===== src/rtl/muxn_stream_pkg.sv =====
// Shared types and constants for the N-channel registered stream multiplexer.
package muxn_stream_pkg;

  typedef enum logic {
    ARB  = 1'b0,
    LOCK = 1'b1
  } state_e;

  localparam logic MODE_SELECT = 1'b0;
  localparam logic MODE_RR     = 1'b1;

endpackage


===== src/rtl/muxn_stream_rr_arbiter.sv =====
// Combinational round-robin arbiter: grants the first requester at or after ptr,
// wrapping modulo CHANNELS.
module rr_arbiter #(
  parameter  int CHANNELS = 4,
  localparam int SELW     = $clog2(CHANNELS)
) (
  input  logic [CHANNELS-1:0] req,
  input  logic [SELW-1:0]     ptr,
  output logic [SELW-1:0]     grant,
  output logic                grant_valid
);

  // Scan from the farthest offset down to ptr itself so the nearest requester wins.
  always_comb begin
    logic [SELW-1:0] idx;
    grant       = '0;
    grant_valid = 1'b0;
    idx         = '0;
    for (int unsigned k = CHANNELS; k > 0; k--) begin
      idx = SELW'((32'(ptr) + k - 1) % CHANNELS);
      if (req[idx]) begin
        grant       = idx;
        grant_valid = 1'b1;
      end
    end
  end

endmodule


===== src/rtl/muxn_stream.sv =====
// N-channel, WIDTH-bit registered stream multiplexer with valid/ready handshakes,
// external-select or round-robin arbitration, and packet lock until the last beat.
module muxn_stream
  import muxn_stream_pkg::*;
#(
  parameter  int WIDTH    = 16,
  parameter  int CHANNELS = 4,
  localparam int SELW     = $clog2(CHANNELS)
) (
  input  logic                      clk,
  input  logic                      reset,
  input  logic                      mode,
  input  logic [SELW-1:0]           sel,
  input  logic [CHANNELS*WIDTH-1:0] in_data,
  input  logic [CHANNELS-1:0]       in_valid,
  input  logic [CHANNELS-1:0]       in_last,
  output logic [CHANNELS-1:0]       in_ready,
  output logic [WIDTH-1:0]          out_data,
  output logic                      out_valid,
  output logic                      out_last,
  output logic [SELW-1:0]           out_chan,
  input  logic                      out_ready
);

  localparam logic [SELW-1:0] LAST_CH = SELW'(CHANNELS - 1);

  state_e            state;
  state_e            state_next;
  logic [SELW-1:0]   ptr;
  logic [SELW-1:0]   lock_ch;
  logic [SELW-1:0]   g;
  logic [SELW-1:0]   arb_grant;
  logic              arb_valid;
  logic              grant_valid;
  logic              load_en;
  logic              xfer;
  logic              g_last;
  logic [WIDTH-1:0]  g_data;

  rr_arbiter #(
    .CHANNELS(CHANNELS)
  ) u_arb (
    .req        (in_valid),
    .ptr        (ptr),
    .grant      (arb_grant),
    .grant_valid(arb_valid)
  );

  assign load_en = !out_valid || out_ready;

  // Pick the candidate channel: locked channel, round-robin winner, or sel.
  // An out-of-range sel matches no channel and therefore never grants.
  always_comb begin
    g           = '0;
    grant_valid = 1'b0;
    if (state == LOCK) begin
      g           = lock_ch;
      grant_valid = in_valid[lock_ch];
    end else if (mode == MODE_RR) begin
      g           = arb_grant;
      grant_valid = arb_valid;
    end else begin
      g = sel;
      for (int unsigned i = 0; i < CHANNELS; i++) begin
        if (SELW'(i) == sel) grant_valid = in_valid[i];
      end
    end
  end

  // Route the granted channel's payload and drive its one-hot ready.
  always_comb begin
    g_data   = '0;
    g_last   = 1'b0;
    in_ready = '0;
    for (int unsigned i = 0; i < CHANNELS; i++) begin
      if (SELW'(i) == g) begin
        g_data      = in_data[i*WIDTH +: WIDTH];
        g_last      = in_last[i];
        in_ready[i] = !reset && load_en && grant_valid;
      end
    end
  end

  assign xfer = |(in_ready & in_valid);

  // Next-state logic: lock on a non-last beat, release on the last beat.
  always_comb begin
    state_next = state;
    case (state)
      ARB:     if (xfer && !g_last) state_next = LOCK;
      LOCK:    if (xfer && g_last)  state_next = ARB;
      default: state_next = ARB;
    endcase
  end

  // State register.
  always_ff @(posedge clk) begin
    if (reset) state <= ARB;
    else       state <= state_next;
  end

  // Round-robin pointer advances past a channel only when its last beat moves.
  always_ff @(posedge clk) begin
    if (reset) begin
      ptr     <= '0;
      lock_ch <= '0;
    end else if (xfer) begin
      if (g_last) ptr     <= (g == LAST_CH) ? '0 : g + 1'b1;
      else        lock_ch <= g;
    end
  end

  // Output register: load on transfer, drain when the consumer takes the beat.
  always_ff @(posedge clk) begin
    if (reset) begin
      out_valid <= 1'b0;
      out_data  <= '0;
      out_last  <= 1'b0;
      out_chan  <= '0;
    end else if (xfer) begin
      out_valid <= 1'b1;
      out_data  <= g_data;
      out_last  <= g_last;
      out_chan  <= g;
    end else if (out_ready) begin
      out_valid <= 1'b0;
    end
  end

endmodule


===== config.mk =====
export PLATFORM = sky130hd
export DESIGN_NAME = muxn_stream
export DESIGN_NICKNAME = d
export VERILOG_FILES = /design/src/rtl/muxn_stream_pkg.sv /design/src/rtl/muxn_stream_rr_arbiter.sv /design/src/rtl/muxn_stream.sv
export SDC_FILE = /design/constraint.sdc
export NUM_CORES = 1
export LEC_CHECK = 0
export CORE_UTILIZATION = 35
export DETAILED_ROUTE_END_ITERATION = 6
export PLACE_DENSITY = 0.77
export RECOVER_POWER = 50
export SLEW_MARGIN = 30
export SYNTH_ARGS = -nofsm -noshare
export SYNTH_HDL_FRONTEND = slang
export SYNTH_SLANG_ARGS = --single-unit
export TNS_END_PERCENT = 1

===== constraint.sdc =====
create_clock -name clk -period 3.1 [get_ports clk]
set_clock_uncertainty 0.1 [all_clocks]
set_input_delay 0.62 -clock clk [delete_from_list [all_inputs] [get_ports clk]]
set_output_delay 0.62 -clock clk [all_outputs]
set_load 0.01 [all_outputs]

Yosys cells after proc, flatten, opt, wreduce, memory -nomap -nowiden
Cells that the tools add are included.

Logic and storage cells: 89. Output and inout port bits: 24. Register bits: 25. Bits of input ports: 78.

Eq/ne operators: 7. $add $sub $neg: 9. Multiplexer cells: 44. Bitwise gates (word level): 3. Reductions and logical operators: 14. Order comparisons: 5.

Operators with widths (count): 16-bit 2-to-1 mux (4); 1-bit 2-to-1 mux (27); 2-bit by 3-bit less-than comparator with 1-bit output, second input constant (5); 2-bit 2-to-1 mux (7); 1-bit binary-select mux with 2-bit select (5); 2-bit == test, first input constant (4); 2-bit by 1-bit subtractor with 2-bit output, second input constant (4); 2-bit by 1-bit adder with 2-bit output, second input constant (3); 2-bit adder, second input constant (2); 4-bit bitwise AND (1); 1-bit by 2-bit == test with 1-bit output, first input constant (2); 1-bit logical AND (4); 2-bit logical NOT (2); 2-bit AND reduction (2); 4-bit OR reduction (1); 1-bit logical NOT (3); 2-bit == test, second input constant (1); 1-bit inverter (2); 1-bit case mux with 2 select lines (1); 2-bit nonzero test (1); 1-bit logical OR (1).

Longest topological paths before layout
Gate-level depths: netlist of the first run.

Depth in word-level cells: 19. Mapped depth: 14. Mapped depth without buffers: 11.

Hierarchy
From an unflattened synthesis of the first run, not the netlist that was laid out.

Cells, all modules: 221. Area, all modules: 1754.2 um2.

Modules (own cells, without submodules): muxn_stream (cells each 208, area each 1676.6 um2, sequential area each 500.5 um2, times used 1); rr_arbiter (cells each 13, area each 77.6 um2, sequential area each 0.0 um2, times used 1).

Worst setup path before layout of the first run
Ideal clock, no wire load.

Path type: input to register. From: input port in_valid[1]. To: register ptr[1]. Stages: 12. Data arrival time: 2.875 ns. Data required time: 2.879 ns. Setup time: 0.121 ns. Slack: 0.004 ns. Buffers on the path: 2. Path through: clkbuf_2 -> o211ai_1 -> a21oi_1 -> o31ai_1 -> nand2b_1 -> ha_1 -> nor2b_1 -> clkbuf_2 -> a221o_2 -> a22oi_1 -> or3_4 -> mux2_4.

Cells in the longest elaborated chain, start to end: 14. Elaborated cells on any way between the ends: 44. Those cells by class: 1 x add/sub; 4 x eq/ne; 34 x mux; 1 x bitwise; 4 x reduce/logical.

RTL lines: from (decl) (line muxn_stream.sv:15) `input logic [CHANNELS-1:0] in_valid,`; 1-bit binary-select mux with 2-bit select (line muxn_stream_rr_arbiter.sv:21) `if (req[idx]) begin`; 1-bit 2-to-1 mux (not written as such) (line muxn_stream_rr_arbiter.sv:21); 2-bit 2-to-1 mux (4 in a row) (line muxn_stream_rr_arbiter.sv:21); 2-bit 2-to-1 mux (line muxn_stream.sv:59) `end else if (mode == MODE_RR) begin`; 2-bit 2-to-1 mux (line muxn_stream.sv:56) `if (state == LOCK) begin`; 2-bit logical NOT (line muxn_stream.sv:76) `if (SELW'(i) == g) begin`; 1-bit 2-to-1 mux (4 in a row) (line muxn_stream.sv:76); 2-bit AND reduction (no line); to (signal assigned) (line muxn_stream.sv:108) `if (g_last) ptr <= (g == LAST_CH) ? '0 : g + 1'b1;`; to (decl) (line muxn_stream.sv:29) `logic [SELW-1:0] ptr;`.

Several ways; a longest one is shown, not always the timed one. The select of a mux whose other input is x is not followed. A chain may end at the register's enable or synchronous reset.

Worst setup path after layout of the first run
From: input port sel[0]. To: register ptr[1].

Elaborated cells on any way between the ends: 31. Those cells by class: 1 x add/sub; 7 x eq/ne; 17 x mux; 1 x bitwise; 5 x reduce/logical.

RTL lines: from (decl) (line muxn_stream.sv:13) `input logic [SELW-1:0] sel,`; 2-bit 2-to-1 mux (*) (line muxn_stream.sv:59); 2-bit 2-to-1 mux (*) (line muxn_stream.sv:56); net g[0] (line muxn_stream.sv:31) `logic [SELW-1:0] g;`; 2-bit logical NOT (line muxn_stream.sv:76); 1-bit 2-to-1 mux (4 in a row) (line muxn_stream.sv:76); 2-bit AND reduction (no line).

Mark *: on every way through the listed nets, which the timed path passes. The rest lies on a longest branch.

==> results.yml, run 1 <==
detailed_routing:
  avgViaCountPerCell: 5.24
  ant_nets: 0
  routed_wl_um: 6130
  wl_per_cell_um: 14.6
  drtPass1Iterations: 4
  vias: 2202
  drt_iter0_markers: 71
  drc: 0
global_routing:
  grt_max_degree: 25
  grt_overflow_total: 0
  grt_pass1_vias: 2140
  grt_usage: 0.224
  antenna_found_initial: 0
  grt_pass1_wl_um: 9340
floorplanning:
  die_area_um2: 5400
  die_w_um: 73.5
  die_y_um: 73.5
  core_area_um2: 4820
  initial_core_util: 0.371
  rows: 25
  ios: 102
clocking:
  cts_inserted_buffers: 3
  holdBufCountCts: 0
  cts_tree: "built"
  insertion_delay_ns: 0.28
  root_buffer: "clkbuf_8"
  clock_path_buffers: 2
  path_clk_slew_ns: 0.10
  htreeDepth: 1
  cts_sinks: 25
setup_path:
  path_class: "input port to register"
  endpoint_kind: "register"
  path_buf_inv: 5
  cp_slowest_cell: "clkdlybuf4s50_1"
  path_cells: "clkdlybuf4s50_1 > buf_4 > a221oi_2 > inv_1 > buf_4 > ha_4 > buf_4 > a221o_2 > a22oi_2 > or3_4 > mux2_4"
  critical_path_arrival_ns: 3.26
  cpPeakStageDelay_ns: 0.48
  crit_fanout: 4
  crit_top_cell: "buf_4"
  crit_required_ns: 3.18
  cp-start-kind: "input port"
  path_delay_family: "buffers and inverters"
placement:
  detailedPlace.worstSlack_ns: -0.564
  dpl.hpwl_um: 4640
  dp.cells: 410
  io_buffers: 101
  globalplace.congestion: 0.901
sta:
  finalCriticalPeriod_ns: 3.18
  clock.fmax_mhz: 314
  worstMarginPinSlew_ns: 0.369
  relSlewSlack: 0.754
  worst_slack_ns: -0.0818
  slew_viol_final: 0
  rsz0062_at_grt: "true"
  setup_violations: 8
  period_share: 1.03
  finalHoldViolations: 0
finish:
  multiInputGateArea_um2: 1240
  drive_above_1_share: 0.246
  area_growth_syn_to_layout_pct: 81.2
  final_cells: 420
  antenna_cells: 0
  num-fill-cells: 426
  nets: 436
  seq_area_um2: 500
synth:
  yosys.area.top_type: "dfxtp_1"
  seq_area_frac_synth: 0.280
  async_reset_ff_frac: 0
  synthTopCellsByArea: "dfxtp_1 28%, a21oi_1 11%, a211oi_1 7.6%"
  yosys.area.top_type_share: 0.280
  synthTopCellsByCount: "41 x a21oi_1, 25 x dfxtp_1, 18 x a211oi_1, 18 x nor2b_1, 16 x nor3_1"
  syn-num-nets: 307
  ys_seq_elements: 25
  synth_most_common_cell: "a21oi_1"
  ys_warn_count: 0
  synth.distinct_cells: 45
  avgSynthCellArea_um2: 7.95
  synth_edf_count: 0
  syn_area_um2: 1790
  syn_inst: 225
  synth_ff_type: "dfxtp_1"
pwr:
  finalPower_mw: 1.62
  leakage_nw: 1.32
  power.density_nw_per_um2: 500
  ir_worst_vdd_mv: 0.241
run:
  cap_violations: 0
outcome:
  status: "finished, violations left"
  violations: "negative setup slack"
min_path:
  hp-class: "register to register"
==> per-stage QoR <==
| step | util | setup TNS [ns] | cell area (µm²) | hold slack [ns] |
|---|---|---|---|---|
| floorplan | - | 0 | 1790 | 0.348 |
| global placement | 0.637 | -11.57 | 3070 | 0.361 |
| detailed placement | 0.637 | -13.47 | 3070 | 0.381 |
| CTS | 0.656 | -0.0840 | 3160 | 0.393 |
| global route | 0.673 | -1.79 | 3240 | 0.406 |
| finish | 0.673 | -0.358 | 3240 | 0.402 |
==> metal layers <==
metal | vias to the layer above | global-route usage | part of all wire
met5 | - | 0 | 0
met4 | 0 | 0.0983 | 0.029
met3 | 18 | 0.0329 | 0.053
met2 | 87 | 0.408 | 0.52
met1 | 995 | 0.257 | 0.40
li1 | 1102 | - | -
==> state kept, by name, summed over array words and instances, names as in the netlist, named ones only <==
register   cells
out_data      16
lock_ch        2
out_chan       2
ptr            2
out_last       1
out_valid      1
==> cell type report <==
| class | count | area share |
|---|---|---|
| timing repair buffer | 148 | 0.416 |
| multi-input combinational | 169 | 0.381 |
| sequential | 25 | 0.154 |
| tap | 67 | 0.0259 |
| clock buffer | 3 | 0.0127 |
| inverter | 7 | 0.00811 |
| clock inverter | 1 | 0.00154 |
==> worst min-delay path: cells and delay by family (launching register included) <==
kind             cells  cell delay, ns
muxes                1            0.07
DFF                  1            0.33
and+or+nand+nor      1            0.06
==> what timing repair did <==
item                                    CTS  global route
resized for setup                        30            24
endpoints found under the setup margin   29            29
pin swaps                                 1             4
setup buffers                             4             2
==> report_power, final <==
group	internal [mW]	switching, mW
logic	0.531	0.471
registers	0.379	0.0373
clock network	0.0903	0.113
==> kinds of logic (layout without fill, tap and decap cells) <==
group / count (synthesis) / in the layout / synth area share
compound gates: 93 / 93 / 0.352
flops: 25 / 25 / 0.280
simple gates: 65 / 65 / 0.214
fa+ha+maj: 4 / 4 / 0.0280
mux: 7 / 7 / 0.0420
buf+inv: 31 / 159 / 0.0840
==> path summary, 6_finish.rpt <==
kind,slack [ns],cells after the start,start,to
worst min-delay path,0.40,2,lock_ch[1],lock_ch[1]
worst max-delay path,-0.08,11,sel[0],ptr[1]
worst max register to register,0.10,12,ptr[0],ptr[1]
worst min register to register,0.40,2,lock_ch[1],lock_ch[1]
==> cells in the final DEF, fill, tap and decap left out, types with 6 or more instances in the layout <==
| cell type | count |
|---|---|
| mux2i_1 | 6 |
| a221oi_1 | 15 |
| a211oi_1 | 15 |
| nand2_1 | 8 |
| dlygate4sd3_1 | 20 |
| dfxtp_1 | 25 |
| buf_4 | 43 |
| a21oi_1 | 40 |
| inv_1 | 6 |
| nor3_1 | 16 |
| clkdlybuf4s50_1 | 72 |
| nor2b_1 | 17 |
Note: power is estimated with default switching activity, not from simulation.
==> inputs of run 2 (changes only) <==
CELL_PAD_IN_SITES_DETAIL_PLACEMENT = 0   (was unset)
CELL_PAD_IN_SITES_GLOBAL_PLACEMENT = 2   (was unset)
CORE_UTILIZATION = 18   (was 35)
PLACE_DENSITY = 0.76   (was 0.77)
RECOVER_POWER = unset   (was 50)
==> results.yml, run 2 (same netlist as run 1, synthesis figures left out) <==
outcome:
  status: "finished, violations left"
  violations: "design-rule violations"
floorplanning:
  ios: 102
  die_y_um: 102
  initial_core_util: 0.185
  rows: 36
  die_w_um: 102
  die_area_um2: 10300
  core_area_um2: 9680
detailed_routing:
  drt_iter0_markers: 58
  drc: 2
  drtPass1Iterations: 6
  ant_nets: 0
  vias: 2119
  routed_wl_um: 6590
  wl_per_cell_um: 13.9
  avgViaCountPerCell: 4.46
setup_path:
  path_delay_family: "buffers and inverters"
  cp-start-kind: "input port"
  crit_fanout: 11
  crit_required_ns: 2.38
  path_cells: "dlygate4sd2_1 > and2b_2 > o31ai_2 > a211oi_2 > a221oi_2 > buf_4 > inv_2 > ha_4 > buf_12 > and2_1 > buf_6"
  endpoint_kind: "primary output"
  path_class: "input port to primary output"
  critical_path_arrival_ns: 2.29
  cpPeakStageDelay_ns: 0.26
  cp_slowest_cell: "dlygate4sd2_1"
  path_buf_inv: 5
placement:
  io_buffers: 101
  dpl.hpwl_um: 5250
  dpl_cell_area_um2: 3110
  dp.cells: 469
  globalplace.congestion: 0.770
global_routing:
  grt_pass1_vias: 2090
  grt_usage: 0.130
  grt_max_degree: 31
  antenna_found_initial: 0
  grt_pass1_wl_um: 10400
  grt_overflow_total: 0
finish:
  drive_above_1_share: 0.219
  antenna_cells: 0
  final_cells: 475
  layout_commonest_cell: "clkdlybuf4s50_1"
  final_cell_mix: "92 x clkdlybuf4s50_1, 40 x a21oi_1, 32 x buf_4, 24 x dfxtp_1, 17 x nor2b_1"
  area_growth_syn_to_layout_pct: 81.0
  largest_register_ffs: 16
  nets: 425
  final_area_um2: 3240
  regMostFlops: "out_data"
sta:
  finalCriticalPeriod_ns: 3.01
  clock.fmax_mhz: 333
  worstMarginPinSlew_ns: 0.309
  setup_violations: 0
  relSlewSlack: 0.794
  period_share: 0.970
  finalHoldViolations: 0
  rsz0062_at_grt: "true"
  slew_viol_final: 0
pwr:
  power.density_nw_per_um2: 495
  finalPower_mw: 1.60
  leakage_nw: 1.21
  ir_worst_vdd_mv: 0.210
clocking:
  htreeDepth: 1
  root_buffer: "clkbuf_8"
  holdBufCountCts: 0
  cts_sinks: 25
  cts_inserted_buffers: 3
  path_clk_slew_ns: 0.09
  insertion_delay_ns: 0.27
  cts_tree: "built"
  clock_path_buffers: 2
run:
  cap_violations: 0
min_path:
  hp-class: "register to register"
-- run 2: layer usage --
metal / part of all wire / up-vias / routed length [µm] / global-route usage
li1: - / 1085 / - / -
met4: 0.012 / 0 / 78 / 0.0301
met3: 0.068 / 4 / 450 / 0.0297
met5: 0 / - / 0 / 0
met2: 0.47 / 73 / 3130 / 0.223
met1: 0.44 / 957 / 2930 / 0.163
-- run 2: worst paths after layout --
kind | start | end | slack (ns) | cells past startpoint
max | mode | in_ready[1] | 0.09 | 11
min | out_chan[1] | out_chan[1] | 0.39 | 2
max reg2reg | ptr[1] | ptr[1] | 0.20 | 13
min reg2reg | out_chan[1] | out_chan[1] | 0.39 | 2
-- run 2: per-stage QoR --
stage,setup WS [ns],util,hold WS (ns),TNS [ns]
finish,0.0927,0.334,0.385,0
global route,-0.0116,0.334,0.418,-0.0147
CTS,0.00408,0.330,0.385,0
detailed placement,-0.580,0.321,0.371,-14.61
global placement,-0.570,0.321,0.365,-13.81
floorplan,0.00420,-,0.348,0
-- run 2: area by class of cell --
type / instances / area, µm²
clock buffer: 3 / 41.3
clock inverter: 1 / 5.00
fill: 1049 / 6450
inverter: 7 / 26.3
multi-input combinational: 169 / 1220
sequential: 25 / 502
tap: 133 / 166
timing repair buffer: 137 / 1270
-- run 2: timing repair --
| item | CTS | global route |
|---|---|---|
| buffers inserted | 1 | 1 |
| gates resized for setup | 25 | 24 |
| setup endpoints to repair | 28 | 28 |
| cloned | 0 | 0 |
| pin swaps | 3 | 3 |
-- run 2: report_power, final --
group	internal [mW]	total, mW	leakage, nW	switching (mW)
clock	0.0900	0.200	0.0255	0.110
combinational	0.517	0.980	0.978	0.463
sequential	0.379	0.421	0.205	0.0411
total	0.987	1.60	1.21	0.614
-- run 2: tightest hold or removal path, stage by stage, from the launching register on --
cell and delay, ns:
dfxtp_1 0.32, o21ai_0 0.07, a21oi_1 0.06
